[src/rtl/alu_issue_ctrl.sv]
// Issue controller: decodes one MIPS instruction, drives the ALU and returns a result bundle.
// Latency: res_valid is asserted 3 cycles after the accept. The result is held until res_ready; one instruction per 4 cycles at most.
module alu_issue_ctrl #(
  parameter int DW = 32,
  parameter int RW = 5
) (
  input  logic          clk,
  input  logic          reset,
  input  logic          instr_valid,
  output logic          instr_ready,
  input  logic [31:0]   instr,
  output logic [RW-1:0] rs_addr,
  output logic [RW-1:0] rt_addr,
  input  logic [DW-1:0] rs_data,
  input  logic [DW-1:0] rt_data,
  output logic [DW-1:0] alu_in1,
  output logic [DW-1:0] alu_in2,
  output logic [2:0]    alu_ctrl,
  input  logic [DW-1:0] alu_out,
  input  logic          alu_zero,
  output logic          res_valid,
  input  logic          res_ready,
  output logic [DW-1:0] res_data,
  output logic [DW-1:0] res_store,
  output logic [RW-1:0] res_dest,
  output logic          res_wb_en,
  output logic          res_mem_rd,
  output logic          res_mem_wr,
  output logic          res_branch_taken,
  output logic          res_illegal
);

  typedef enum logic [1:0] {IDLE, DECODE, EXEC, RESP} state_t;

  state_t          state, state_nx;
  logic [31:0]     instr_q;

  // decoded fields, registered in DECODE and consumed in EXEC
  logic [RW-1:0]   dest_q;
  logic            wb_q, mrd_q, mwr_q, beq_q, ill_q, eq_q;
  logic [DW-1:0]   store_q;

  logic [DW-1:0]   d_in1, d_in2;
  logic [2:0]      d_ctrl;
  logic [RW-1:0]   d_dest;
  logic            d_wb, d_mrd, d_mwr, d_beq, d_ill;

  logic [5:0]      opcode, funct;
  logic [DW-1:0]   imm_sext, shamt_zext;

  // The ALU zero flag is redundant: the controller's own equality compare decides beq.
  logic            unused_alu_zero;
  assign unused_alu_zero = alu_zero;

  assign opcode     = instr_q[31:26];
  assign funct      = instr_q[5:0];
  assign rs_addr    = instr_q[25:21];
  assign rt_addr    = instr_q[20:16];
  assign imm_sext   = {{(DW-16){instr_q[15]}}, instr_q[15:0]};
  assign shamt_zext = DW'(instr_q[10:6]);

  always_ff @(posedge clk) begin
    if (reset) state <= IDLE;
    else       state <= state_nx;
  end

  always_comb begin
    state_nx    = state;
    instr_ready = 1'b0;
    res_valid   = 1'b0;
    case (state)
      IDLE: begin
        instr_ready = 1'b1;
        if (instr_valid) state_nx = DECODE;
      end
      DECODE: state_nx = EXEC;
      EXEC:   state_nx = RESP;
      RESP: begin
        res_valid = 1'b1;
        if (res_ready) state_nx = IDLE;
      end
      default: state_nx = IDLE;
    endcase
  end

  always_comb begin
    d_in1  = rs_data;
    d_in2  = rt_data;
    d_ctrl = 3'b000;
    d_dest = instr_q[15:11];
    d_wb   = 1'b0;
    d_mrd  = 1'b0;
    d_mwr  = 1'b0;
    d_beq  = 1'b0;
    d_ill  = 1'b1;
    case (opcode)
      6'h00: begin
        d_wb  = 1'b1;
        d_ill = 1'b0;
        case (funct)
          6'h20: d_ctrl = 3'b000;
          6'h24: d_ctrl = 3'b011;
          6'h27: d_ctrl = 3'b100;
          6'h2A: d_ctrl = 3'b111;
          6'h00: begin
            d_ctrl = 3'b101;
            d_in1  = rt_data;
            d_in2  = shamt_zext;
          end
          default: begin
            d_wb  = 1'b0;
            d_ill = 1'b1;
          end
        endcase
      end
      6'h23: begin
        d_ctrl = 3'b001;
        d_in2  = imm_sext;
        d_dest = instr_q[20:16];
        d_wb   = 1'b1;
        d_mrd  = 1'b1;
        d_ill  = 1'b0;
      end
      6'h2B: begin
        // stores only use the ALU for address generation
        d_ctrl = 3'b001;
        d_in2  = imm_sext;
        d_mwr  = 1'b1;
        d_ill  = 1'b0;
      end
      6'h04: begin
        d_ctrl = 3'b110;
        d_beq  = 1'b1;
        d_ill  = 1'b0;
      end
      default: d_ill = 1'b1;
    endcase
  end

  always_ff @(posedge clk) begin
    if (reset) begin
      instr_q          <= '0;
      alu_in1          <= '0;
      alu_in2          <= '0;
      alu_ctrl         <= 3'b000;
      dest_q           <= '0;
      wb_q             <= 1'b0;
      mrd_q            <= 1'b0;
      mwr_q            <= 1'b0;
      beq_q            <= 1'b0;
      ill_q            <= 1'b0;
      eq_q             <= 1'b0;
      store_q          <= '0;
      res_data         <= '0;
      res_store        <= '0;
      res_dest         <= '0;
      res_wb_en        <= 1'b0;
      res_mem_rd       <= 1'b0;
      res_mem_wr       <= 1'b0;
      res_branch_taken <= 1'b0;
      res_illegal      <= 1'b0;
    end else begin
      case (state)
        IDLE: if (instr_valid) instr_q <= instr;
        DECODE: begin
          // an illegal instruction leaves the ALU inputs untouched
          if (!d_ill) begin
            alu_in1  <= d_in1;
            alu_in2  <= d_in2;
            alu_ctrl <= d_ctrl;
          end
          dest_q  <= d_wb ? d_dest : '0;
          wb_q    <= d_wb;
          mrd_q   <= d_mrd;
          mwr_q   <= d_mwr;
          beq_q   <= d_beq;
          ill_q   <= d_ill;
          eq_q    <= (rs_data == rt_data);
          store_q <= rt_data;
        end
        EXEC: begin
          res_data         <= ill_q ? '0 : alu_out;
          res_store        <= mwr_q ? store_q : '0;
          res_dest         <= dest_q;
          res_wb_en        <= wb_q;
          res_mem_rd       <= mrd_q;
          res_mem_wr       <= mwr_q;
          res_branch_taken <= beq_q & eq_q;
          res_illegal      <= ill_q;
        end
        default: ;
      endcase
    end
  end

endmodule
[config.mk]
export PLATFORM = sky130hd
export DESIGN_NAME = alu_issue_ctrl
export DESIGN_NICKNAME = d
export VERILOG_FILES = /design/src/rtl/alu_issue_ctrl.sv
export SDC_FILE = /design/constraint.sdc
export NUM_CORES = 1
export LEC_CHECK = 0
export CAP_MARGIN = 10
export CORE_UTILIZATION = 65
export DETAILED_ROUTE_END_ITERATION = 16
export DONT_BUFFER_PORTS = 1
export PLACE_DENSITY = 0.86
export SYNTH_ARGS = -nofsm -noshare
export SYNTH_HDL_FRONTEND = slang
export SYNTH_SLANG_ARGS = --single-unit
[constraint.sdc]
create_clock -name clk -period 3 [get_ports clk]
set_input_delay 0.3 -clock clk [delete_from_list [all_inputs] [get_ports clk]]
set_output_delay 0.3 -clock clk [all_outputs]
set_load 0.02 [all_outputs]
; ---- Word level (Yosys, flattened, before mapping)
; Index checks and enable logic that the tools add are counted.
; Widths: inputs -> output; s select.
[totals]
ff_bits = 218
inputBits = 133
output_inout_bits = 153
elab_cells = 67
[op_classes]
n_eq_ne = 13
mux = 22
bitwise = 2
n_reduce_logical = 9
[op_table]
columns = cell, n
row1 = $mux 32, 5
row2 = $pmux 32 s2, 1
row3 = $eq 6x6->1 const B, 6
row4 = $eq 32x32->1, 1
row5 = $logic_not 6->1, 2
row6 = $pmux 3 s4, 1
row7 = $mux 5, 2
row8 = $pmux 3 s3, 1
row9 = $pmux 2 s4, 1
row10 = $mux 1, 7
row11 = $eq 6x3->1 const B, 1
row12 = $reduce_and 2->1, 3
row13 = $reduce_or 5->1, 1
row14 = $eq 2x2->1 const B, 2
row15 = $mux 2, 2
row16 = $ne 2x2->1 const B, 2
row17 = $pmux 1 s2, 2
row18 = $reduce_or 3->1, 1
row19 = $eq 2x1->1 const B, 1
row20 = $logic_not 2->1, 1
row21 = $reduce_or 2->1, 1
row22 = $and 1x1->1, 1
row23 = $not 1->1, 1

; ---- Depth between registers and ports, before layout
; Gate-level depths: netlist of the first run.
[depth]
depth_word = 6
mapped_depth = 9
depth_no_buf = 6

; ---- Least setup slack after synthesis of the first run
; OpenSTA, ideal clock, no wires.
[synth_path]
path_kind = register to register
from = register instr_q[3]
to = register alu_in2[6]
setup_time_ns = 0.145
t_arrival_ns = 1.678
required_time_ns = 2.855
slack_ns = 1.177
path_stages_with_launch = 9
n_path_buf = 3
synth_period_minus_slack_ns = 1.823
path_cell_list = dfxtp_1 > buf_6 > nor4bb_4 > nor3_4 > o31a_2 > nor2_4 > buf_6 > buf_6 > a211oi_2
[synth_between]
elab_chain_cells = 6
elab_cells_between_ends = 12
classes_between = eq/ne (4) / mux (4) / bitwise (1) / reduce/logical (3)
[synth_lines]
columns = element, line
row1 = start: declaration, 36  ; logic [31:0] instr_q;
row2 = start signal: assignment, 164  ; IDLE: if (instr_valid) instr_q <= instr;
row3 = $eq 6x6->1 / $logic_not 6->1 (equally long branches), 100  ; case (funct)
row4 = $reduce_or 5->1 (no line), n/a
row5 = $mux 1, 100
row6 = $pmux 1 s2, 96  ; case (opcode)
row7 = $not 1->1 (no line), n/a
row8 = $reduce_and 2->1 (no line), n/a
row9 = end signal: assignment, 169  ; alu_in2 <= d_in2;
row10 = end: declaration, 17  ; output logic [DW-1:0] alu_in2,
; Parallel ways exist; a longest one is shown, timed or not.
; A chain may end at the register's enable or synchronous reset.

; ---- Worst setup path after layout of the first run
[layout_path]
from = register instr_q[31]
to = register alu_in1[11]
[layout_between]
elab_chain_cells = 5
elab_cells_between_ends = 9
classes_between = eq/ne (3) / mux (2) / bitwise (1) / reduce/logical (3)
[layout_lines]
columns = element, line
row1 = $eq 6x3->1 / $eq 6x6->1 (equally long branches), 96
row2 = $reduce_or 3->1 (no line), n/a
row3 = $pmux 1 s2, 96
row4 = $not 1->1 (no line), n/a
row5 = $reduce_and 2->1 (no line), n/a
row6 = end signal: assignment, 168  ; alu_in1 <= d_in1;
row7 = end: declaration, 16  ; output logic [DW-1:0] alu_in1,
; Parallel ways exist; a longest one is shown, timed or not.

==> results.md, run 1 <==
- The count of endpoints failing hold in the final timing report is 0.
- The clock latency on the worst-skew pair is 510 ps.
- The half-perimeter wire length of the detailed placement result is around 17 mm.
- The wire length of the first global-routing pass is between 40 and 50 mm.
- The total number of placement rows is 43.
- The global placer's final weighted congestion is approximately 0.94.
- The first-pass detailed-route iteration total is 5.
- The number of clock buffers added by TritonCTS is 23.
- The aggregate negative setup slack is 0 ps.
- Port buffering added 0 buffers.
- Yosys mapped the design onto 54 distinct sky130hd cell types.
- The total number of H-tree levels is 1.
- Grouping stages by cell kind, the critical path spends the most delay in simple AND/OR/NAND/NOR gates.
- The cell sitting at the root of the clock tree is a clkbuf_16.
- The DRC marker count from the first detailed-route iteration is about 860.
- The leakage power of the design is 0.00442 uW.
- The fill cell instance count of the final layout is 780.
- The final routed wire length divided by cell count is roughly 24 um.
- The cell area after technology mapping is around 0.009 mm^2.
- The power density over the cells is about 1000 mW/mm^2.
- The number of buffers and inverters on the critical path is 2.
- After synthesis, the share of flip-flops with an asynchronous set or reset is 0%.
- The sequential area share after synthesis is 47.6%.
- The leftover overflow at the end of global routing is 0.
- The initial antenna violation count came to 0.
- The actual slew at the worst max-slew pin is 709 ps.
- The number of global-route vias before repair came to about 7800.
- The fraction of the mapped netlist area in compound gates is 21.3%.
- For this run, the share of the core covered by cells in the final layout is approximately four fifths.
- The startpoint identified for the worst register-to-register timing path is instr_q[31].
- 0 antenna diodes ended up in the layout.
- The worst reg2reg path endpoint is alu_in1[11].
- The worst register-to-register path has a depth of 7.
- The signed area change from the synthesized netlist to the final layout is 22.7%.
- The floorplan step defined a core boundary enclosing ~0.014 mm^2.
- The final number of max-transition violations came to 0.
- The die covers between 0.01 and 0.015 mm^2.
- Of all nets on the critical path, the largest fanout is 32.
- CTS saw 218 sinks.
- The final critical path takes up 92.4% of the cycle.
- The initial utilization of the core area, before any placement, comes to roughly two thirds.
- The portion of synthesized area spent on multiplexers is under 10%.
- In the routed layout, each cell is associated on average with a via count of 6.56.
- In this run the vertical extent of the chip is around 120 um.
- The number of failing setup endpoints in the final timing report is 0.
- The count of unresolved DRC violations after routing is 0.
- The run finished with clean final reports.
- ~290 I/O pins were placed.
- Global routing used 39.5% of the available tracks across all layers.
- The simple-gate share of the synthesized area is approximately 14%.
- The CTS tree is done.
- The required time reported for the critical path endpoint is 3440 ps.
- Of all cell types, the one taking the most synthesized area is dfxtp_1.
- For this run, the number of Yosys warnings is 0.
- Entering global routing, the biggest net connects roughly 160 pins.
- The worst path needs between 2000 and 3000 ps of the cycle, external delays included.
- The number of maximum-capacitance violations is 0.
- The cell count after synthesis came out at between 900 and 1000.
- The worst hold margin is between 30 and 40 ps.
- For this run, the slowest stage of the critical path takes roughly 600 ps.
- IR analysis of the VDD net gives a maximum drop of ~0.00057 V.
- The detail route stage leaves a number of antenna-violating nets equal to 0.
- The worst setup path is captured at a flop.
- The worst setup path is launched from a flop.
- The depth of the critical timing path with buffers and inverters included is 7.
- The path class of the tightest hold or removal check is in -> reg.
- In the layout the commonest cells are dfxtp_1, dlygate4sd3_1, nor2_1, a21oi_1, nand2_1.
- In this run the worst setup path begins at instr_q[31].
- By area the synthesized netlist is led by dfxtp_1, mux2i_1, a22oi_1.
- The number of vias after detailed routing is 8145.
- The mean area per synthesized cell is between 9 and 10 um^2.
- The critical path in this run is classified as reg -> reg.
- The adder and majority gate portion of the synthesized area is 0.546%.
- The critical path goes through nor4_2, and3_2, nand3_2, buf_4, mux2i_1, a211oi_1, dlygate4sd3_1.
- Measured against its own limit, the worst slew margin works out to between 50 and 60%.
- The main combinational cell family by area after synthesis is compound AO/OA/AOI/OAI gates.
- The clock transition at the registers of the reported paths is around 70 ps.
- The XOR/XNOR share of the synthesized area is ~3.1%.
- In this run the deepest clock path goes through 3 buffers.
- The most critical setup path has its endpoint at alu_in1[11].
- The horizontal extent of the die is 121 um.
- In this run, synthesis inferred 0 flip-flops with an integrated enable.
- The cell with the biggest individual delay on the critical path is dlygate4sd3_1.
- For flop-to-flop paths, the worst setup slack is 230 ps.
- The signal arrival time at the worst endpoint is 3220 ps.
- The final net count is between 1000 and 1500.
- Across the routed clock network, the largest skew measured is approximately 11 ps.
- Setup repair after global routing left no endpoint under its margin.
- The total nets after synthesis is between 1000 and 1500.
- The routed design has 30.0 mm of wire.
- Among all flip-flop cells after synthesis, the most frequent one is dfxtp_1.
- The fraction of synthesized cell area taken by the top area cell type is 47.6%.
- Timing would allow up to around 360 MHz.
- The library cell used most frequently in the layout, excluding fill and tap cells, is dfxtp_1.
- The share of layout cells above drive strength 1 is a little over a tenth.
- Synthesis inferred 218 register bits.
synth_stat cells, types with 2 or more instances:
| master | n |
|---|---|
| a211oi_1 | 26 |
| a211oi_2 | 20 |
| a21o_1 | 5 |
| a21oi_1 | 93 |
| a22o_1 | 6 |
| a22oi_1 | 83 |
| a22oi_2 | 10 |
| a311oi_1 | 3 |
| and2_1 | 3 |
| and3_1 | 2 |
| buf_1 | 6 |
| buf_2 | 12 |
| buf_4 | 18 |
| buf_6 | 8 |
| clkbuf_1 | 50 |
| dfxtp_1 | 218 |
| ha_1 | 4 |
| inv_1 | 6 |
| mux2i_1 | 74 |
| nand2_1 | 91 |
| nand2b_1 | 20 |
| nand3_1 | 7 |
| nand4_1 | 6 |
| nor2_1 | 115 |
| nor3_1 | 6 |
| nor3_4 | 3 |
| nor4_1 | 6 |
| o21ai_0 | 3 |
| o2bb2ai_1 | 2 |
| o31ai_4 | 2 |
| or3_1 | 2 |
| xnor2_1 | 15 |
| xor2_1 | 17 |
flip-flops by register name, indices dropped and copies added, names as in the netlist:
name and count:
alu_ctrl 3, alu_in1 32, alu_in2 32, beq_q 1, dest_q 5, eq_q 1
ill_q 1, instr_q 32, mrd_q 1, mwr_q 1, res_branch_taken 1, res_data 32
res_dest 5, res_illegal 1, res_mem_rd 1, res_mem_wr 1, res_store 32, res_wb_en 1
state 2, store_q 32, wb_q 1
area by class of cell:
class	count	area, um^2	area share (%)
Inverter	6	22.5	0.200
Tap cell	180	225	2.00
Clock buffer	27	631	5.60
Clock inverter	14	190	1.69
Timing Repair Buffer	150	1500	13.4
Multi-Input combinational cell	646	4320	38.4
Sequential cell	218	4360	38.8
report_power, final:
part	internal, uW	total (uW)	switching [uW]
registers	3520	4630	1110
logic	1500	3610	2110
clock network	1860	3070	1210
total	6870	11300	4430
per-stage QoR:
stage | worst slack, ps | std cells | power (uW) | area, um^2
after floorplan | 1180 | 963 | 7070 | 9170
after global placement | 801 | 1064 | 7520 | 9050
after detailed placement | 747 | 1064 | 7630 | 9050
after CTS | 184 | 1235 | 11000 | 11200
after global routing | 95.8 | 1241 | 11700 | 11300
final | 229 | 1241 | 11300 | 11300
worst min-delay path by stage:
stage                 from          end  slack [ps]  cells after the start
2_1_floorplan    instr[21]  instr_q[21]         440                      2
3_3_place_gp         reset  alu_in1[26]         370                      1
3_5_place_dp         reset  alu_in1[26]         380                      1
4_1_cts         rt_data[6]   store_q[6]         0.8                      2
5_1_grt              reset  alu_in2[17]          20                      2
6_report       rt_data[17]  alu_in1[17]          40                      2
layer usage:
layer,share of wire (%),vias to the layer above,track usage (%)
met5,0,-,0
met4,4.1,0,16.0
met3,12,103,13.8
met2,47,562,65.3
met1,37,3899,46.6
li1,-,3581,-
repair_timing:
action,in CTS,in global routing
resized for setup,0,1
setup endpoints to repair,0,26
hold endpoints to repair,212,1
hold buffers,130,1
setup buffers,0,3
cells by family (layout without fill, tap and decap cells):
family / after synthesis / in the layout
simple gates: 272 / 272
compound gates: 263 / 264
flops: 218 / 218
buf+inv: 100 / 197
mux: 74 / 74
xor+xnor: 32 / 32
fa+ha+maj: 4 / 4
No activity file was read; power rests on OpenSTA's default activity.
==> inputs of run 2 (changes only) <==
--- a/config.mk
+++ b/config.mk
@@ -9,2 +9,3 @@
 export CORE_UTILIZATION = 65
+export CTS_BUF_LIST = sky130_fd_sc_hd__clkbuf_8
 export DETAILED_ROUTE_END_ITERATION = 16
==> constraint.sdc (replaced) <==
create_clock -name clk -period 3 [get_ports clk]
set_input_delay 0.6 -clock clk [delete_from_list [all_inputs] [get_ports clk]]
set_output_delay 0.6 -clock clk [all_outputs]
set_load 0.02 [all_outputs]
==> run 2 against run 1 <==
  * Count of clock-buffer cells in the layout increased by 17
  * Critical path type unchanged
  * Die area unchanged
  * Critical endpoint is now alu_in1[26]
  * Global-route usage decreased by 7.1 points
  * Largest cell class unchanged
==> results.md, run 2 (synthesized netlist as in run 1, its figures left out) <==
- The leakage power of the design was 0.00375 uW (-15%).
- The power density over the cells was 1040 mW/mm^2 (+3.4%).
- The clock transition at the registers of the reported paths was 60 ps (about the same).
- Setup repair after global routing left no endpoint under its margin.
- The leftover overflow at the end of global routing is 0 (unchanged).
- The boundary pin count is 286 (unchanged).
- The classification of the worst setup path is reg -> reg.
- The number of clock buffers inserted by TritonCTS is 36 (+57%).
- The per-cell via count in the routed design was 6.31 (-3.9%).
- The worst setup timing slack at the placement stage is 735 ps (-11.6 ps).
- The signed area change from the synthesized netlist to the final layout is 6.45%.
- The power after layout is 10100 uW (-10%).
- The horizontal extent of the die is 121 um (unchanged).
- The clock period minus worst slack came to 2360 ps (-415 ps).
- The nature of the critical path startpoint is a flop.
- The global placer's final weighted congestion is 0.925 (-1.9%).
- The maximum operating frequency came to 424 MHz (+18%).
- The worst-case headroom to the max-slew limit is 19.9% (-33 points).
- The initial antenna violation count is 0 (unchanged).
- The clock latency on the worst-skew pair is 520 ps (about the same).
- The total number of placement rows is 43 (unchanged).
- The CTS tree is done.
- The half-perimeter wire length of the detailed placement result came to 16.5 mm (about the same).
- The remaining number of nets flagged by the antenna check after routing is 0 (unchanged).
- The total number of H-tree levels is 2 (+1).
- The worst clock skew on the final layout came to 23.4 ps (+12.3 ps).
- The quantity of gates resized following cts is 0 (unchanged).
- The count of endpoints failing hold in the final timing report is 0 (unchanged).
- The aggregate global-route resource usage is 32.4% (-7.1 points).
- The worst hold margin was 210 ps (+172 ps).
- The count of unresolved DRC violations after routing is 0 (unchanged).
- The required time reported for the critical path endpoint is 3410 ps (-30 ps).
- The wire length of the first global-routing pass is 36.5 mm (-18%).
- The actual slew at the worst max-slew pin came to 1200 ps (+492 ps).
- The largest net degree at the start of global routing was 215 (+39%).
- The number of port buffers is 0 (unchanged).
- The number of maximum-capacitance violations is 0 (unchanged).
- The number of vias after detailed routing was 7106 (-13%).
- The highest metal layer carrying signal wires in the routed design is met4.
- The flow ran to the end, and the final reports show no timing, DRC or antenna violations.
- The buffer depth of the longest clock path was 3 (unchanged).
- The final cell area excluding filler cells was 0.00976 mm^2 (-13%).
- The share of the clock period used by the worst path after layout is 78.5% (-14 points).
- The final worst setup slack was 644 ps (+415 ps).
- The peak ir drop on the vdd network is 0.000562 V (-0.99%).
- The biggest fanout along the worst timing path is 28 (-13%).
- The number of global-route vias before repair is 6733 (-14%).
- The final routed wire length divided by cell count is 21.7 um (-11%).
- The final net count was 1059 (-10%).
- The signal arrival time at the worst endpoint is 2770 ps (-450 ps).
- The wire length on met3 was 2.63 mm (-29%).
- The die outline area is 0.0146 mm^2 (unchanged).
- The critical path capture point type is a flop.
- The vertical extent of the die is 121 um (unchanged).
- The total routed wire length on the met1 layer was 9.69 mm (-12%).
- The number of antenna repair diodes is 0 (unchanged).
- The cell area after placement is 0.00905 mm^2 (unchanged).
- The initial core utilization came to 66.3% (unchanged).
- The number of failing setup endpoints in the final timing report was 0 (unchanged).
- In the layout the commonest cells are dfxtp_1, nor2_1, a21oi_1, nand2_1, a22oi_1.
- The aggregate negative setup slack is 0 ps (unchanged).
- The clock sink total came to 218 (unchanged).
- The DRC marker count from the first detailed-route iteration is 549 (-36%).
- Clock tree synthesis selected as its root buffer the cell clkbuf_8.
- The library cell used most frequently in the layout, excluding fill and tap cells, is dfxtp_1.
- The area inside the core boundary was 0.0138 mm^2 (unchanged).
- The total met2 wirelength after detailed routing was 11.4 mm (-19%).
- The kind of path behind the tightest hold check is in -> reg.
- The share of layout cells above drive strength 1 is 12.0% (+1.4 points).
- The number of post-CTS setup repair buffers is 0 (unchanged).
- The final wirelength came to 24.4 mm (-19%).
- The first-pass detailed-route iteration total is 5 (unchanged).
- The post-cts hold buffer count was 0 (-100%).
- The final number of max-transition violations came to 0 (unchanged).
-- run 2: changes by cell type in the layout (fill, tap and decap cells not counted), sizes merged --
cell | previous run | this run
clkinv | 4 | 3
a21boi | 3 | 2
clkbuf | 27 | 44
bufinv | 4 | 1
clkinvlp | 4 | 0
inv | 8 | 21
buf | 20 | 15
dlygate4sd3 | 130 | 0
-- run 2: worst paths after layout --
path,slack [ps],to,from,cells past startpoint
worst min register to register,480,instr_q[6],instr_q[6],2
worst max-delay path,640,alu_in1[26],instr_q[26],6
worst max register to register,640,alu_in1[26],instr_q[26],6
worst min-delay path,210,alu_in1[24],reset,1
-- run 2: cell type report --
cell class	count	area, um^2
clock inverters	19	106
inverters	6	22.5
well taps	180	225
multi-input cells	645	4300
flip-flops and latches	218	4360
repair buffers	15	138
fillers	1027	4060
clock buffers	44	606
-- run 2: per-layer routing --
layer	up-vias	global-route usage (%)
li1	3331	-
met1	3362	39.4
met2	361	52.4
met3	52	11.7
met4	0	12.2
met5	-	0
-- run 2: critical path, stage by stage (launching register included) --
cell and delay, ps:
dfxtp_1 370, nand3_1 160, or3_1 480, a21boi_4 620
buf_12 270, a21oi_1 110, a211oi_2 240
-- run 2: through the flow --
step                utilization (%)  cells
global placement               65.5   1064
finish                         70.6   1127
floorplan                         -    963
detailed placement             65.5   1064
CTS                            70.6   1127
global route                   70.6   1127
-- run 2: where the power goes --
part	internal (uW)	switching [uW]	leakage, uW	total, uW
Combinational	1180	1830	0.00155	3010
Clock	1410	1140	0.000421	2550
Sequential	3520	1060	0.00177	4580
==> inputs of run 3 (changes only) <==
clock period = 2.36 ns   (was 3 ns; I/O delays follow)
==> run 3 against run 2 <==
  * Clock power grew 27%
  * Die area unchanged
  * Maximum frequency rose by 7.7%
  * Critical path type unchanged
  * Setup slack lost 470 ps
  * Clock skew rose by 3.6 ps
  * Highest routed layer unchanged
==> results.md, run 3 (synthesized netlist as in run 1, its figures left out) <==
- In the layout the commonest cells are dfxtp_1, nor2_1, a21oi_1, nand2_1, a22oi_1.
- The leftover overflow at the end of global routing was 0 (unchanged).
- Traced cell by cell, the critical path runs through nor4_2, and3_1, nand3_2, buf_4, mux2i_1, a211oi_1.
- The per-cell via count in the routed design is 6.36 (+0.92%).
- The setup slack of the worst register-to-register path came to 170 ps (-470 ps).
- The horizontal extent of the die is 121 um (unchanged).
- The final net count came to 1063 (+0.38%).
- The number of vias after detailed routing is 7165 (+0.83%).
- The die outline area is 0.0146 mm^2 (unchanged).
- Among all stages on the critical path, the largest delay is contributed by and3_1.
- From synthesis to final layout, the design area changed by 6.82%.
- The number of cells on the worst hold path is 1 (unchanged).
- The number of antenna repair diodes is 0 (unchanged).
- The total number of H-tree levels is 2 (unchanged).
- The clock latency on the worst-skew pair is 510 ps (about the same).
- The largest net degree at the start of global routing is 215 (unchanged).
- TritonCTS built the clock tree.
- The number of failing setup endpoints in the final timing report is 0 (unchanged).
- The vertical extent of the die is 121 um (unchanged).
- The aggregate global-route resource usage came to 32.0% (-0.38 points).
- The boundary pin count is 286 (unchanged).
- The required time reported for the critical path endpoint came to 2760 ps (-650 ps).
- The power density over the cells came to 1320 mW/mm^2 (+27%).
- The final cell area excluding filler cells is 0.00980 mm^2 (+0.35%).
- The path class of the tightest hold or removal check is in -> reg.
- The biggest fanout along the worst timing path was 32 (+14%).
- The most frequent standard cell in the layout excluding fill and tap cells is dfxtp_1.
- The number of placed instances with taps included is 1068 (+0.38%).
- The number of maximum-capacitance violations is 0 (unchanged).
- The number of global-route vias before repair is 6415 (-4.7%).
- The initial antenna violation count is 0 (unchanged).
- The share of layout cells above drive strength 1 is 12.3% (+0.22 points).
- The wire length of the first global-routing pass is 36.0 mm (-1.3%).
- The flow ran to the end, and the final reports show no timing, DRC or antenna violations.
- The critical path capture point type is a flop.
- The worst-case headroom to the max-slew limit came to 21.2% (+1.3 points).
- The count of unresolved DRC violations after routing is 0 (unchanged).
- The quantity of gates resized following cts is 0 (unchanged).
- STA classifies the critical path startpoint as a flop.
- The classification of the worst setup path is reg -> reg.
- The post-cts hold buffer count is 0 (unchanged).
- The DRC marker count from the first detailed-route iteration was 547 (-0.36%).
- The worst stage delay on the critical path is 460 ps (-160 ps).
- On the critical path the largest part of the delay comes from simple AND/OR/NAND/NOR gates.
- The cell area after placement is 0.00909 mm^2 (+0.47%).
- The power after layout was 12900 uW (+28%).
- The final routed wire length divided by cell count is 21.6 um (-0.28%).
- The maximum operating frequency is 457 MHz (+7.7%).
- The clock transition at the registers of the reported paths is 60 ps (about the same).
- The remaining number of nets flagged by the antenna check after routing came to 0 (unchanged).
- The actual slew at the worst max-slew pin is 1180 ps (-19.5 ps).
- The peak ir drop on the vdd network is 0.000950 V (+69%).
- The buffer depth of the longest clock path is 3 (unchanged).
- The half-perimeter wire length of the detailed placement result is 16.5 mm (-0.26%).
- The worst register-to-register path begins at instr_q[31].
- The fill cell instance count of the final layout is 1006 (-2.0%).
- The clock period minus worst slack is 2190 ps (-168 ps).
- The first-pass detailed-route iteration total is 5 (unchanged).
- The initial core utilization was 66.3% (unchanged).
- The global placer's final weighted congestion is 0.919 (-0.67%).
- The number of buffers and inverters on the critical path was 1 (unchanged).
- The share of the clock period used by the worst path after layout is 92.7% (+14 points).
- The number of clock buffers inserted by TritonCTS was 36 (unchanged).
- The worst reg2reg path endpoint is alu_in1[15].
- The number of port buffers is 0 (unchanged).
- The total number of placement rows is 43 (unchanged).
- The worst clock skew on the final layout is 27.1 ps (+3.63 ps).
- The leakage power of the design is 0.00376 uW (+0.26%).
- The area inside the core boundary was 0.0138 mm^2 (unchanged).
- The final number of max-transition violations was 0 (unchanged).
- The count of endpoints failing hold in the final timing report is 0 (unchanged).
- The worst min-delay path startpoint is reset.
- Setup repair after global routing left no endpoint under its margin.
- The number of post-CTS setup repair buffers is 0 (unchanged).
- The aggregate negative setup slack is 0 ps (unchanged).
- The clock sink total is 218 (unchanged).
- The capture endpoint of the worst hold path is alu_in1[25].
- The non-filler instance count after layout was 1126 (-0.089%).
- The clock tree root driver cell is clkbuf_8.
- The final wirelength is 24.3 mm (-0.37%).
- The number of cells on the worst reg-to-reg path is 6 (unchanged).
- The signal arrival time at the worst endpoint came to 2590 ps (-180 ps).
[run 3: power breakdown]
part | switching [uW] | total, uW | internal (uW)
logic | 2360 | 3900 | 1530
clock network | 1400 | 3250 | 1850
registers | 1320 | 5790 | 4480
total | 5080 | 12900 | 7860
[run 3: layout make-up]
type                       instances  area, um^2  share of cell area (%)
inverter                           6        22.5                   0.230
multi-input combinational        645        4300                    43.9
tap                              180         225                    2.30
timing repair buffer              19         180                    1.84
clock inverter                    15         111                    1.14
clock buffer                      43         592                    6.04
sequential                       218        4360                    44.5
[run 3: worst reg2reg max path: stages, from the launching register on]
cell,delay (ps)
dfxtp_1,330
nor4_2,340
and3_1,460
nand3_2,120
buf_4,320
mux2i_1,220
a211oi_1,300
[run 3: metal layers]
metal	GRT usage, %	vias to the layer above	share of wire, %
li1	-	3326	-
met1	41.1	3365	40
met2	50.0	408	46
met3	10.2	66	11
met4	12.7	0	3.1
met5	0	-	0
[run 3: per-stage QoR]
| stage | util (%) | setup slack, ps | hold slack, ps |
|---|---|---|---|
| final | 70.9 | 172 | 72.9 |
| after global routing | 70.9 | 14.5 | 9.04 |
| after CTS | 70.9 | 188 | 9.57 |
| after detailed placement | 65.8 | 226 | 459 |
| after global placement | 65.8 | 317 | 454 |
| after floorplan | - | 537 | 437 |
[run 3: worst max-delay path by stage]
stage,slack (ps),start,to,depth (start not counted)
detailed placement,230,instr_q[31],alu_in1[13],6
global route,10,instr_q[31],alu_in1[15],6
floorplan,540,instr_q[3],alu_in2[6],8
finish,170,instr_q[31],alu_in1[15],6
global placement,320,instr_q[3],alu_in2[0],6
CTS,190,instr_q[31],alu_in1[15],6
